==> config.mk <==
export PLATFORM = sky130hd
export DESIGN_NAME = vjtag_host_seq
export DESIGN_NICKNAME = d
export VERILOG_FILES = /design/src/rtl/vjtag_host_seq.sv
export SDC_FILE = /design/constraint.sdc
export NUM_CORES = 1
export LEC_CHECK = 0
export CAP_MARGIN = 10
export CORE_UTILIZATION = 52
export CTS_CLUSTER_SIZE = 8
export DETAILED_ROUTE_END_ITERATION = 10
export MAX_ROUTING_LAYER = met4
export PLACE_DENSITY_LB_ADDON = 0.05
export SLEW_MARGIN = 25
export SYNTH_ARGS = -nofsm -noshare
export SYNTH_HDL_FRONTEND = slang
export SYNTH_SLANG_ARGS = --single-unit
==> constraint.sdc <==
create_clock -name clk -period 2.3 [get_ports clk]
set_clock_uncertainty 0.1 [all_clocks]
set_input_delay 0.575 -clock clk [delete_from_list [all_inputs] [get_ports clk]]
set_output_delay 0.575 -clock clk [all_outputs]
set_load 0.05 [all_outputs]
==> src/rtl/vjtag_host_seq.sv <==
// Host sequencer for a virtual-JTAG responder clocked on the same clk: optional IR load,
// then capture, an LSB-first DR scan of N bits, update, and a held 8-bit response.
module vjtag_host_seq (
  input  logic        clk,
  input  logic        aclr,
  input  logic        req_valid,
  output logic        req_ready,
  input  logic [1:0]  req_op,
  input  logic [18:0] req_addr,
  input  logic [7:0]  req_data,
  output logic        rsp_valid,
  input  logic        rsp_ready,
  output logic [7:0]  rsp_data,
  output logic [2:0]  ir_in,
  output logic        v_uir,
  output logic        v_cdr,
  output logic        v_sdr,
  output logic        v_udr,
  output logic        tdi,
  input  logic        tdo
);

  localparam logic [1:0] OP_REG = 2'd0;
  localparam logic [1:0] OP_MRD = 2'd1;
  localparam logic [1:0] OP_MWR = 2'd2;
  localparam logic [1:0] OP_BYP = 2'd3;

  localparam logic [2:0] IR_BYP = 3'b000;
  localparam logic [2:0] IR_REG = 3'b001;
  localparam logic [2:0] IR_RD  = 3'b010;
  localparam logic [2:0] IR_WR  = 3'b011;

  typedef enum logic [2:0] {
    S_IDLE    = 3'd0,
    S_LOAD_IR = 3'd1,
    S_CAPTURE = 3'd2,
    S_SHIFT   = 3'd3,
    S_UPDATE  = 3'd4,
    S_RESP    = 3'd5
  } state_t;

  state_t      r_state;
  state_t      w_state_nxt;

  logic        r_ir_valid;
  logic [2:0]  r_ir;
  logic [4:0]  r_len_m1;
  logic [4:0]  r_cnt;
  logic [25:0] r_tx;
  logic [7:0]  r_rx;

  logic        r_req_ready;
  logic        r_rsp_valid;
  logic [7:0]  r_rsp_data;
  logic        r_v_uir;
  logic        r_v_cdr;
  logic        r_v_sdr;
  logic        r_v_udr;
  logic        r_tdi;

  logic        w_accept;
  logic        w_ir_hit;
  logic        w_last_bit;
  logic [2:0]  w_ir_code;
  logic [4:0]  w_len_m1;
  logic [26:0] w_tx;

  assign w_accept   = (r_state == S_IDLE) && req_valid;
  assign w_ir_hit   = r_ir_valid && (r_ir == w_ir_code);
  assign w_last_bit = (r_cnt == r_len_m1);

  // Instruction code, scan length minus one and TX vector for the presented request
  always_comb begin
    w_ir_code = IR_BYP;
    w_len_m1  = 5'd2;
    w_tx      = 27'd0;
    case (req_op)
      OP_REG: begin
        w_ir_code = IR_REG;
        w_len_m1  = 5'd15;
        w_tx      = {11'd0, 4'h0, req_addr[3:0], req_data};
      end
      OP_MRD: begin
        w_ir_code = IR_RD;
        w_len_m1  = 5'd26;
        w_tx      = {req_addr, req_data};
      end
      OP_MWR: begin
        w_ir_code = IR_WR;
        w_len_m1  = 5'd26;
        w_tx      = {req_addr, req_data};
      end
      OP_BYP: begin
        w_ir_code = IR_BYP;
        w_len_m1  = 5'd2;
        w_tx      = {24'd0, req_data[2:0]};
      end
      default: begin
        w_ir_code = IR_BYP;
        w_len_m1  = 5'd2;
        w_tx      = 27'd0;
      end
    endcase
  end

  // Next-state logic; the IR load is skipped when the target already holds the code
  always_comb begin
    w_state_nxt = r_state;
    case (r_state)
      S_IDLE: begin
        if (w_accept) begin
          if (w_ir_hit) begin
            w_state_nxt = S_CAPTURE;
          end else begin
            w_state_nxt = S_LOAD_IR;
          end
        end else begin
          w_state_nxt = S_IDLE;
        end
      end
      S_LOAD_IR: w_state_nxt = S_CAPTURE;
      S_CAPTURE: w_state_nxt = S_SHIFT;
      S_SHIFT: begin
        if (w_last_bit) begin
          w_state_nxt = S_UPDATE;
        end else begin
          w_state_nxt = S_SHIFT;
        end
      end
      S_UPDATE: w_state_nxt = S_RESP;
      S_RESP: begin
        if (rsp_ready) begin
          w_state_nxt = S_IDLE;
        end else begin
          w_state_nxt = S_RESP;
        end
      end
      default: w_state_nxt = S_IDLE;
    endcase
  end

  // State register
  always_ff @(posedge clk or negedge aclr) begin
    if (!aclr) begin
      r_state <= S_IDLE;
    end else begin
      r_state <= w_state_nxt;
    end
  end

  // Strobes and handshakes are decoded from the next state so they are glitch-free flops
  always_ff @(posedge clk or negedge aclr) begin
    if (!aclr) begin
      r_req_ready <= 1'b1;
      r_rsp_valid <= 1'b0;
      r_v_uir     <= 1'b0;
      r_v_cdr     <= 1'b0;
      r_v_sdr     <= 1'b0;
      r_v_udr     <= 1'b0;
    end else begin
      r_req_ready <= (w_state_nxt == S_IDLE);
      r_rsp_valid <= (w_state_nxt == S_RESP);
      r_v_uir     <= (w_state_nxt == S_LOAD_IR);
      r_v_cdr     <= (w_state_nxt == S_CAPTURE);
      r_v_sdr     <= (w_state_nxt == S_SHIFT);
      r_v_udr     <= (w_state_nxt == S_UPDATE);
    end
  end

  // Request latch, serial TX/RX and response register
  always_ff @(posedge clk or negedge aclr) begin
    if (!aclr) begin
      r_ir_valid <= 1'b0;
      r_ir       <= 3'b000;
      r_len_m1   <= 5'd0;
      r_cnt      <= 5'd0;
      r_tx       <= 26'd0;
      r_rx       <= 8'd0;
      r_tdi      <= 1'b0;
      r_rsp_data <= 8'd0;
    end else if (w_accept) begin
      r_ir     <= w_ir_code;
      r_len_m1 <= w_len_m1;
      r_cnt    <= 5'd0;
      r_tx     <= w_tx[26:1];
      r_tdi    <= w_tx[0];
      r_rx     <= 8'd0;
    end else if (r_state == S_LOAD_IR) begin
      r_ir_valid <= 1'b1;
    end else if (r_state == S_SHIFT) begin
      // tdo still shows the pre-shift target bit at this edge
      if (r_cnt < 5'd8) begin
        r_rx[r_cnt[2:0]] <= tdo;
      end
      r_cnt <= r_cnt + 5'd1;
      r_tx  <= {1'b0, r_tx[25:1]};
      r_tdi <= w_last_bit ? 1'b0 : r_tx[0];
    end else if (r_state == S_UPDATE) begin
      r_rsp_data <= r_rx;
    end
  end

  assign req_ready = r_req_ready;
  assign rsp_valid = r_rsp_valid;
  assign rsp_data  = r_rsp_data;
  assign ir_in     = r_ir;
  assign v_uir     = r_v_uir;
  assign v_cdr     = r_v_cdr;
  assign v_sdr     = r_v_sdr;
  assign v_udr     = r_v_udr;
  assign tdi       = r_tdi;

endmodule
# Yosys cells after proc, flatten, opt, wreduce, memory -nomap -nowiden
# Index checks and enable logic that the tools add are counted.
[op_classes] addsub=1 order_cmp=3 eq_ne=16 mux=25 bitwise=3 n_reduce_logical=13
[ops] op="$pmux W27 S3" count=1
[ops] op="$mux W26" count=3
[ops] op="$mux W8" count=4
[ops] op="$pmux W3 S6" count=1
[ops] op="$mux W5" count=3
[ops] op="$pmux W5 S3" count=1
[ops] op="$eq A3 B2 Y1 const B" count=4
[ops] op="$eq A3 B3 Y1 const B" count=4
[ops] op="$pmux W3 S4" count=1
[ops] op="$mux W3" count=3
[ops] op="$bwmux W8" count=1
[ops] op="$eq A3 B1 Y1 const B" count=2
[ops] op="$logic_not A3 Y1" count=2
[ops] op="$add A5 B1 Y5 const B" count=1
[ops] op="$eq A5 B5 Y1" count=1
[ops] op="$lt A5 B4 Y1 const B" count=1
[ops] op="$mux W1" count=5
[ops] op="$eq A2 B2 Y1 const B" count=2
[ops] op="$lt A3 B4 Y1 const B" count=1
[ops] op="$reduce_and A2 Y1" count=2
[ops] op="$reduce_and A4 Y1" count=1
[ops] op="$reduce_bool A2 Y1" count=2
[ops] op="$demux W1 S3" count=1
[ops] op="$eq A3 B3 Y1" count=1
[ops] op="other kinds (9)" count=13
[totals] register_bits=66 input_bits=34

# Longest topological paths before layout
# Gate-level depths: netlist of run 1.
[depth] word_depth=9 mapped_depth=7 mapped_depth_nobuf=6

# Worst setup path before layout of run 1
# Ideal clock, no wire load.
[synth_timing] kind="in2reg" start="input req_valid" end="register r_tx[22]" setup_time_ps=73 t_arrival_ps=1791 required_ps=2127 slack_ps=336 cell_stages=6 n_path_buf=2 path_cell_list="or4b_4 buf_6 nor3b_4 buf_6 a22oi_2 a21oi_2"
[synth_via] elab_chain_len=3
[synth_rtl] item="from (decl)" line_no="6" text="input logic req_valid,"
[synth_rtl] item="$logic_and A1 B1 Y1 *" line_no="68" text="assign w_accept = (r_state == S_IDLE) && req_valid;"
[synth_rtl] item="$ne A2 B2 Y1 (no source line) or $reduce_bool A2 Y1 (tied branches)"
[synth_rtl] item="$reduce_and A2 Y1 (no source line)"
[synth_rtl] item="to (signal assigned)" line_no="185" text="r_tx <= w_tx[26:1];"
[synth_rtl] item="to (signal assigned)" line_no="196" text="r_tx <= {1'b0, r_tx[25:1]};"
[synth_rtl] item="to (decl)" line_no="49" text="logic [25:0] r_tx;"
# Every way passes the cells marked *; elsewhere a longest branch is shown, timed or not.
# A chain may end at the register's enable or synchronous reset.

# Worst setup path after layout of run 1
[layout_timing] start="input req_valid" end="register r_rx[3]"
[layout_via] elab_chain_len=3
[layout_rtl] item="$logic_and A1 B1 Y1 *" line_no="68"
[layout_rtl] item="$ne A2 B2 Y1 (no source line) or $reduce_bool A2 Y1 (tied branches)"
[layout_rtl] item="$reduce_and A3 Y1 (no source line)"
[layout_rtl] item="to (signal, indexed assignment)" line_no="193" text="r_rx[r_cnt[2:0]] <= tdo;"
[layout_rtl] item="to (decl)" line_no="50" text="logic [7:0] r_rx;"
# Marks and branches as above.

==> results of run 1 <==
-- path summary, 6_finish.rpt --
path                                 start    endpoint  slack (ps)  depth (start not counted)
worst min register to register  r_ir_valid  r_ir_valid         380                          1
max in group asynchronous             aclr    r_tx[11]        1370                          2
worst max-delay path             req_valid     r_rx[3]         110                          5
worst max register to register  r_state[1]     r_rx[3]         350                          4
worst min-delay path                  aclr   rsp_valid          90                          1
min in group clk                r_ir_valid  r_ir_valid         380                          1
-- routing by layer --
| metal | part of all wire, % | vias up |
|---|---|---|
| met2 | 49 | 49 |
| li1 | - | 1107 |
| met5 | 0 | - |
| met1 | 46 | 1064 |
| met4 | 1.3 | 0 |
| met3 | 3.3 | 8 |
-- what timing repair did --
item,CTS,global route
endpoints found under the setup margin,0,1
setup buffers,0,0
resized for setup,0,1
hold buffers,0,0
-- cells in the mapped netlist, types with 2 or more instances --
master / number
buf_6: 3
inv_1: 8
mux2_2: 8
a22oi_1: 5
nor2_1: 35
a31oi_1: 12
nor3_1: 4
clkbuf_1: 10
xor2_1: 2
nand4_1: 2
nand4b_1: 2
ha_1: 4
buf_2: 6
a22oi_2: 9
a21oi_1: 7
nand2_1: 33
buf_4: 2
xnor2_1: 5
a21oi_2: 10
or2_2: 3
nand3_1: 11
o21ai_0: 6
nand2b_1: 4
dfrtp_1: 62
nor3b_1: 2
mux2i_1: 7
o41ai_1: 2
o211ai_1: 2
-- cells by family after synthesis --
| group | Yosys count | share of synthesized area, % |
|---|---|---|
| AND/OR/NAND/NOR | 106 | 17.6 |
| flip-flops | 63 | 52.6 |
| AO/OA/AOI/OAI | 60 | 15.6 |
| buffers and inverters | 30 | 5.01 |
| multiplexers | 15 | 5.34 |
| XOR/XNOR | 7 | 2.04 |
| adder cells (fa/ha/maj) | 4 | 1.67 |
| other | 1 | 0.125 |
-- layout make-up --
| cell class | instances | area (sq um) | area share [%] |
|---|---|---|---|
| multi-input combinational | 193 | 1290 | 33.1 |
| sequential | 63 | 1580 | 40.6 |
| inverter | 8 | 30.0 | 0.772 |
| timing repair buffer | 68 | 693 | 17.8 |
| tap | 72 | 90.1 | 2.32 |
| clock buffer | 11 | 141 | 3.63 |
| clock inverter | 4 | 70.1 | 1.80 |
-- worst max-delay path, delay by kind of cell --
kind | cells | cell delay, ps
simple gates | 2 | 720
buf+inv | 1 | 500
compound gates | 1 | 350
mux | 1 | 200
-- stage by stage --
step | area (sq um) | hold WS [ps] | instances
6_report | 3890 | 92.5 | 419
5_1_grt | 3890 | 113 | 419
4_1_cts | 3890 | 94.0 | 419
3_5_place_dp | 3680 | 364 | 404
3_3_place_gp | 3680 | 355 | 404
2_1_floorplan | 3000 | 179 | 286
-- power breakdown --
group / switching, uW / internal (uW)
Sequential: 322 / 1530
Clock: 399 / 631
Combinational: 1120 / 919
-- registers in the layout (all words and copies together), names as in the netlist --
signal / count
r_len_m1: 4
r_ir_valid: 1
r_rx: 8
ir_in: 1
r_state: 3
req_ready: 1
rsp_valid: 1
v_cdr: 1
tdi: 1
v_udr: 1
r_cnt: 5
r_tx: 26
rsp_data: 8
v_sdr: 1
v_uir: 1
==> results.py, run 1 <==
metrics = {
    "worst_setup_path": {
        "endpoint_kind": "flop",
        "startpoint_type": "primary input",
        "worstPathArrival_ps": 2350,
        "path_class": "primary input to flop",
        "path_cells": "clkdlybuf4s50_1 -> or3b_1 -> a211o_1 -> nor3b_1 -> mux2i_1",
        "cp_max_fo": 5,
        "cpMaxStageDelayCell": "clkdlybuf4s50_1",
        "cpPeakStageDelay_ps": 500,
        "worstPathRequired_ps": 2450,
    },
    "synthesis": {
        "avgSynthCellArea_sq_um": 10.5,
        "synth_flop_cell": "dfrtp_1",
        "synthArstFlopShare_pct": 100,
        "ys_types": 48,
        "synthesis.area_sq_mm": 0.00300,
        "synth_edf_count": 0,
        "synthCells": 286,
        "synth_top_area_share_pct": 51.7,
        "yosysTopAreaCell": "dfrtp_1",
        "synth_fp_nets": 324,
        "synth_area_leaders": "dfrtp_1 (52%), nor2_1 (4.4%), nand2_1 (4.1%), a22oi_2 (3.8%), mux2_2 (3.0%)",
        "synth-seq-cells": 63,
        "seq_area_frac_synth_pct": 52.6,
        "yosys_warnings": 0,
    },
    "sta": {
        "setup_violations": 0,
        "worst_slew_pin_slew_ps": 501,
        "fin_ws_ps": 106,
        "hold_viol": 0,
        "fmaxAchievable_mhz": 456,
        "drv_slew": 0,
        "min_period_ps": 2190,
        "rsz0062_at_grt": "no",
        "tns_ps": 0,
        "slew_headroom_pct": 66.5,
        "timing.final.crit_share_pct": 95.4,
    },
    "pwr": {
        "p_leak_uw": 0.00173,
        "peakVddDrop_mv": 0.636,
        "finalPower_uw": 4930,
        "p_per_area_mw_per_mm2": 1270,
    },
    "die": {
        "fp.dieW_microns": 77.9,
        "initial_core_util_pct": 54.1,
        "ios": 52,
        "coreArea_sq_mm": 0.00554,
        "dieArea_sq_mm": 0.00608,
        "row_count": 27,
        "die-height_microns": 77.9,
    },
    "status": {
        "status": "completed",
    },
    "final_layout": {
        "fillers": 441,
        "nNetsFinal": 381,
        "n_antenna_cell": 0,
        "area_delta_synth_final_pct": 29.7,
        "final_common_cell": "dfrtp_1",
        "final_layout_size_suffix_gt1_share_pct": 19.9,
        "layout_common_cells": "dfrtp_1 (62), clkdlybuf4s50_1 (47), nor2_1 (35)",
        "utilization_pct": 70.2,
    },
    "clocking": {
        "root_buffer": "clkbuf_8",
        "numCtsBuffers": 9,
        "htree_levels": 3,
        "clockBufferDepth": 2,
        "cts.sinks": 63,
        "cts.clk_slew.worst_paths_ps": 60,
        "cts_tree": "yes",
        "clk_latency_ps": 330,
    },
    "global_route": {
        "grt_pass1_vias": 2146,
        "met3_usage_pct": 3.53,
        "track_usage_pct": 21.5,
        "grt_max_degree": 26,
        "antenna_found_initial": 0,
        "overflow": 0,
        "gr-usage-met1_pct": 27.0,
        "met2_usage_pct": 34.6,
        "top_usage_layer": "met2",
        "grt_pass1_wl_microns": 9800,
    },
    "place": {
        "place_congestion": 0.731,
        "dpl.hpwl_microns": 3910,
        "pre_cts_slack_ps": -215,
        "port_buffers": 50,
    },
    "detailed_routing": {
        "first_pass_iters": 4,
        "wirelength_microns": 5770,
        "drt_iter0_drc": 109,
        "drc_errors": 0,
        "antenna_left": 0,
        "vias_per_cell": 5.32,
        "vias": 2228,
        "wire_per_inst_microns": 13.8,
    },
    "min_path": {
        "hold_path_class": "primary input to async pin",
    },
    "run": {
        "drv_cap": 0,
    },
}
(Power assumes the default switching activity.)
==> run 2: changes to the inputs <==
--- a/config.mk
+++ b/config.mk
@@ -5,12 +5,14 @@
 export SDC_FILE = /design/constraint.sdc
 export NUM_CORES = 1
 export LEC_CHECK = 0
+export ABC_CLOCK_PERIOD_IN_PS = 2300
 export CAP_MARGIN = 10
-export CORE_UTILIZATION = 52
+export CORE_UTILIZATION = 42
 export CTS_CLUSTER_SIZE = 8
 export DETAILED_ROUTE_END_ITERATION = 10
 export MAX_ROUTING_LAYER = met4
 export PLACE_DENSITY_LB_ADDON = 0.05
+export SETUP_SLACK_MARGIN = 0.5
 export SLEW_MARGIN = 25
 export SYNTH_ARGS = -nofsm -noshare
 export SYNTH_HDL_FRONTEND = slang
==> run 2 against run 1 <==
Compared with the run above:
- final cell count is 7.6% higher
- critical endpoint is now r_tx[19]
- first-iteration DRC count up 21%
- global-route usage fell by 3.0 points
- sequential power about the same
- combinational power is 15% higher
- largest cell class unchanged
- count of clock-buffer cells in the layout decreased by 2
- wire length rose by 8.8%
- flip-flop and latch count unchanged
==> results.py, run 2 (synthesized netlist as in run 1, its figures left out) <==
metrics = {
    "min_path": {
        "hold_path_class": "primary input to async pin",
    },
    "detailed_routing": {
        "wirelength_microns": 6270,
        "antenna_left": 0,
        "vias_per_cell": 5.12,
        "vias": 2310,
        "drc_errors": 0,
        "drt_iter0_drc": 132,
        "wire_per_inst_microns": 13.9,
        "first_pass_iters": 4,
    },
    "pwr": {
        "swShare_pct": 38.5,
        "p_leak_uw": 0.00181,
        "p_int_uw": 3270,
        "power_frac_clock_pct": 20.8,
        "p_sw_uw": 2050,
        "p_per_area_mw_per_mm2": 1280,
        "combPwrFrac_pct": 44.2,
        "peakVddDrop_mv": 0.668,
        "finalPower_uw": 5320,
        "pwr-share-seq_pct": 35.0,
    },
    "clocking": {
        "cts.clk_slew.worst_paths_ps": 90,
        "numCtsBuffers": 9,
        "cts_tree": "yes",
        "cts.sinks": 63,
        "htree_levels": 3,
        "clk_latency_ps": 350,
        "cts-hold-fix-buffers": 0,
        "clockBufferDepth": 2,
        "root_buffer": "clkbuf_8",
    },
    "worst_setup_path": {
        "endpoint_kind": "flop",
        "worstPathArrival_ps": 2070,
        "cp_max_fo": 7,
        "worstPathRequired_ps": 2470,
        "startpoint_type": "flop",
        "path_class": "flop to flop",
    },
    "sta": {
        "whs_ps": 45.7,
        "fmaxAchievable_mhz": 527,
        "tns_ps": 0,
        "timing.final.crit_share_pct": 82.4,
        "rsz0062_at_grt": "yes",
        "setup_violations": 0,
        "fin_ws_ps": 404,
        "min_period_ps": 1900,
        "drv_slew": 0,
        "hold_viol": 0,
    },
    "final_layout": {
        "instances_no_fill": 451,
        "n_antenna_cell": 0,
        "final_layout_size_suffix_gt1_share_pct": 31.0,
        "fillers": 604,
        "nNetsFinal": 388,
        "largest_register_ffs": 26,
        "layout_common_cells": "dfrtp_1 (60), nor2_1 (35), nand2_1 (33)",
        "top_register": "r_tx",
        "area_delta_synth_final_pct": 38.9,
        "final_common_cell": "dfrtp_1",
    },
    "place": {
        "dpl.hpwl_microns": 3950,
        "place_congestion": 0.709,
        "place_inst": 426,
        "port_buffers": 50,
        "pre_cts_slack_ps": -178,
    },
    "run": {
        "drv_cap": 0,
    },
    "die": {
        "ios": 52,
        "fp.dieW_microns": 86.5,
        "initial_core_util_pct": 43.9,
        "dieArea_sq_mm": 0.00748,
        "die-height_microns": 86.5,
        "coreArea_sq_mm": 0.00683,
        "row_count": 30,
    },
    "global_route": {
        "track_usage_pct": 18.6,
        "grt_pass1_vias": 2223,
        "grt_max_degree": 48,
        "antenna_found_initial": 0,
        "grt_pass1_wl_microns": 10400,
        "overflow": 0,
    },
    "status": {
        "status": "completed",
    },
}
run 2: worst paths after layout:
check,to,slack (ps),depth (start not counted),startpoint
worst min register to register,r_ir_valid,380,1,r_ir_valid
max in group asynchronous,r_cnt[1],1460,2,aclr
worst max register to register,r_tx[19],400,6,r_state[0]
worst min-delay path,r_rx[3],50,1,aclr
min in group clk,r_ir_valid,380,1,r_ir_valid
worst max-delay path,r_tx[19],400,6,r_state[0]
run 2: repair_timing:
| item | 4_1_cts | 5_1_grt |
|---|---|---|
| pin swaps | 13 | 10 |
| setup endpoints to repair | 54 | 33 |
| setup buffers | 4 | 2 |
| gates resized for setup | 57 | 15 |
| cloned | 1 | 2 |
run 2: area by class of cell:
cell class	count	area (sq um)	area share, %
clock buffer	9	124	2.97
inverter	8	30.0	0.721
tap	96	120	2.88
multi-input combinational	193	1380	33.1
clock inverter	7	103	2.46
sequential	63	1580	37.9
timing repair buffer	75	831	19.9
run 2: metal layers:
layer | part of all wire, % | GRT usage (%)
met2 | 50 | 29.1
met5 | 0 | -
met4 | 1.5 | 8.64
met3 | 2.7 | 2.86
met1 | 46 | 23.8
run 2: power groups by stage:
stage | Combinational, uW | Sequential (uW) | Clock (uW)
after floorplan | 1360 | 1990 | 0
after global placement | 1990 | 1870 | 0
after detailed placement | 2020 | 1880 | 0
after CTS | 2080 | 1850 | 1140
after global routing | 2570 | 1920 | 1180
final | 2350 | 1860 | 1100
run 2: stage by stage:
| stage | utilization (%) | area, sq um |
|---|---|---|
| global route | 61.0 | 4170 |
| finish | 61.0 | 4170 |
| detailed placement | 54.4 | 3710 |
| floorplan | - | 3050 |
| global placement | 54.4 | 3710 |
| CTS | 59.2 | 4050 |
run 2: worst max-delay path, cell delays in order, from the launching register on:
cell and delay [ps]:
dfrtp_1 410, or4b_4 580, nor3b_4 290, buf_6 150
buf_16 120, a22oi_2 50, a21oi_2 130
==> run 3: changes to the inputs <==
--- a/config.mk
+++ b/config.mk
@@ -5,7 +5,7 @@
 export SDC_FILE = /design/constraint.sdc
 export NUM_CORES = 1
 export LEC_CHECK = 0
-export ABC_CLOCK_PERIOD_IN_PS = 2300
+export ABC_CLOCK_PERIOD_IN_PS = 1800
 export CAP_MARGIN = 10
 export CORE_UTILIZATION = 42
 export CTS_CLUSTER_SIZE = 8
==> constraint.sdc (replaced) <==
create_clock -name clk -period 1.8 [get_ports clk]
set_clock_uncertainty 0.1 [all_clocks]
set_input_delay 0.45 -clock clk [delete_from_list [all_inputs] [get_ports clk]]
set_output_delay 0.45 -clock clk [all_outputs]
set_load 0.05 [all_outputs]
==> run 3 against run 2 <==
Compared with the run above:
- the flow now finishes with violations (negative setup slack)
- sequential share of layout area is 5.4 points lower
- worst setup slack worse by 450 ps
- maximum frequency increased by 2.6%
- critical path depth shrank 2
==> results.py, run 3 (synthesized netlist as in run 1, its figures left out) <==
metrics = {
    "final_layout": {
        "top_register": "r_tx",
        "area_delta_synth_final_pct": 62.6,
        "largest_register_ffs": 26,
        "fillers": 474,
        "fin_area_sq_mm": 0.00488,
        "final_common_cell": "dfrtp_1",
        "layout_common_cells": "dfrtp_1 (54), clkdlybuf4s50_1 (29), buf_12 (25)",
        "instances_no_fill": 467,
        "utilization_pct": 71.4,
        "n_antenna_cell": 0,
        "final_layout_size_suffix_gt1_share_pct": 47.4,
        "nNetsFinal": 404,
    },
    "clocking": {
        "cts-hold-fix-buffers": 0,
        "cts.sinks": 63,
        "numCtsBuffers": 9,
        "clockBufferDepth": 2,
        "cts.clk_slew.worst_paths_ps": 80,
        "htree_levels": 3,
        "cts_tree": "yes",
        "root_buffer": "clkbuf_8",
        "clk_latency_ps": 340,
    },
    "detailed_routing": {
        "drt_iter0_drc": 108,
        "first_pass_iters": 4,
        "antenna_left": 0,
        "drc_errors": 0,
        "wirelength_microns": 7360,
        "vias_per_cell": 5.19,
        "wire_per_inst_microns": 15.8,
        "vias": 2425,
    },
    "worst_setup_path": {
        "rr_startpoint": "r_state[0]",
        "cpPeakStageDelay_ps": 420,
        "endpoint_kind": "flop",
        "worstPathRequired_ps": 1900,
        "worstPathArrival_ps": 1950,
        "cp_max_fo": 6,
        "cpMaxStageDelayCell": "dfrtp_1",
        "path_class": "flop to flop",
        "rr_worst_depth": 4,
        "startpoint_type": "flop",
        "path_cells": "or3b_4 -> a211o_4 -> o311ai_4 -> o41ai_2",
        "cp-startpoint": "r_state[0]",
        "ff2ff_setup_slack_ps": -50,
        "r2r-end": "r_rx[1]",
    },
    "die": {
        "initial_core_util_pct": 43.9,
        "die-height_microns": 86.5,
        "fp.dieW_microns": 86.5,
        "coreArea_sq_mm": 0.00683,
        "row_count": 30,
        "ios": 52,
        "dieArea_sq_mm": 0.00748,
    },
    "sta": {
        "hold_viol": 0,
        "timing.final.crit_share_pct": 103,
        "fmaxAchievable_mhz": 541,
        "setup_violations": 12,
        "tns_ps": -166,
        "min_period_ps": 1850,
        "drv_slew": 0,
        "rsz0062_at_grt": "yes",
        "fin_ws_ps": -46.8,
    },
    "place": {
        "place_congestion": 0.715,
        "placed_cell_area_sq_mm": 0.00395,
        "place_inst": 428,
        "dpl.hpwl_microns": 4070,
        "pre_cts_slack_ps": -589,
        "port_buffers": 50,
    },
    "global_route": {
        "grt_pass1_vias": 2469,
        "track_usage_pct": 22.0,
        "overflow": 0,
        "grt_max_degree": 34,
        "antenna_found_initial": 0,
        "grt_pass1_wl_microns": 12300,
    },
    "min_path": {
        "hold_path_class": "primary input to async pin",
    },
    "status": {
        "violations": "negative setup slack",
        "status": "finished, violations left",
    },
    "pwr": {
        "peakVddDrop_mv": 1.19,
        "p_leak_uw": 0.00205,
        "p_per_area_mw_per_mm2": 1680,
    },
    "run": {
        "drv_cap": 0,
    },
}
==> run 3: cell types whose count changed in the layout (fill, tap and decap cells not counted), moves of 6 or more <==
cell / previous run / this run
clkdlybuf4s15_2: 15 / 0
nor2_1: 35 / 22
nor2_4: 0 / 13
nand2_2: 0 / 6
nand2_1: 33 / 24
buf_12: 5 / 25
dfrtp_2: 2 / 8
dfrtp_1: 60 / 54
==> run 3: layout make-up <==
type                    instances  area [sq um]  area share [%]
repair buffers                 91          1200            24.7
clock buffers                   9           124            2.54
flip-flops and latches         63          1590            32.6
multi-input cells             193          1690            34.7
inverters                       8          50.0            1.03
well taps                      96           120            2.46
clock inverters                 7          97.6            2.00
==> run 3: metrics by stage <==
step	total power, uW	hold WS [ps]
final	8210	3.72
after global routing	8670	0.362
after CTS	7740	0.712
after detailed placement	5360	355
after global placement	5300	352
after floorplan	4380	54.4
==> run 3: per-layer routing <==
layer | vias to the layer above | track usage [%] | wire [microns]
met2 | 45 | 34.0 | 3600
li1 | 1163 | - | -
met3 | 9 | 4.10 | 222
met4 | 0 | 8.03 | 118
met1 | 1208 | 29.1 | 3420
met5 | - | - | 0
==> run 3: critical path, delay by kind of cell (launching register included) <==
kind            cells  cell delay (ps)
flops               1              420
simple gates        1              420
compound gates      3              780
==> run 3: power by group <==
part           total [uW]  internal (uW)  leakage (uW)  switching, uW
logic                4330           2230       0.00121           2100
registers            2520           1980      0.000732            541
clock network        1370            781      0.000105            585
total                8210           4980       0.00205           3230
==> run 3: worst max path at each step <==
stage,to,slack (ps),cells past startpoint
after detailed placement,r_rx[1],-590,5
after global placement,r_rx[1],-570,5
after floorplan,r_tx[20],-110,7
final,r_rx[1],-50,4
after global routing,r_tx[12],-110,5
after CTS,r_rx[1],-20,4
==> run 3: what timing repair did <==
item                                    4_1_cts  5_1_grt
buffers inserted                              9        9
endpoints found under the setup margin       77       77
pin swaps                                    15       18
cloned                                        4        1
resized for setup                            87       29
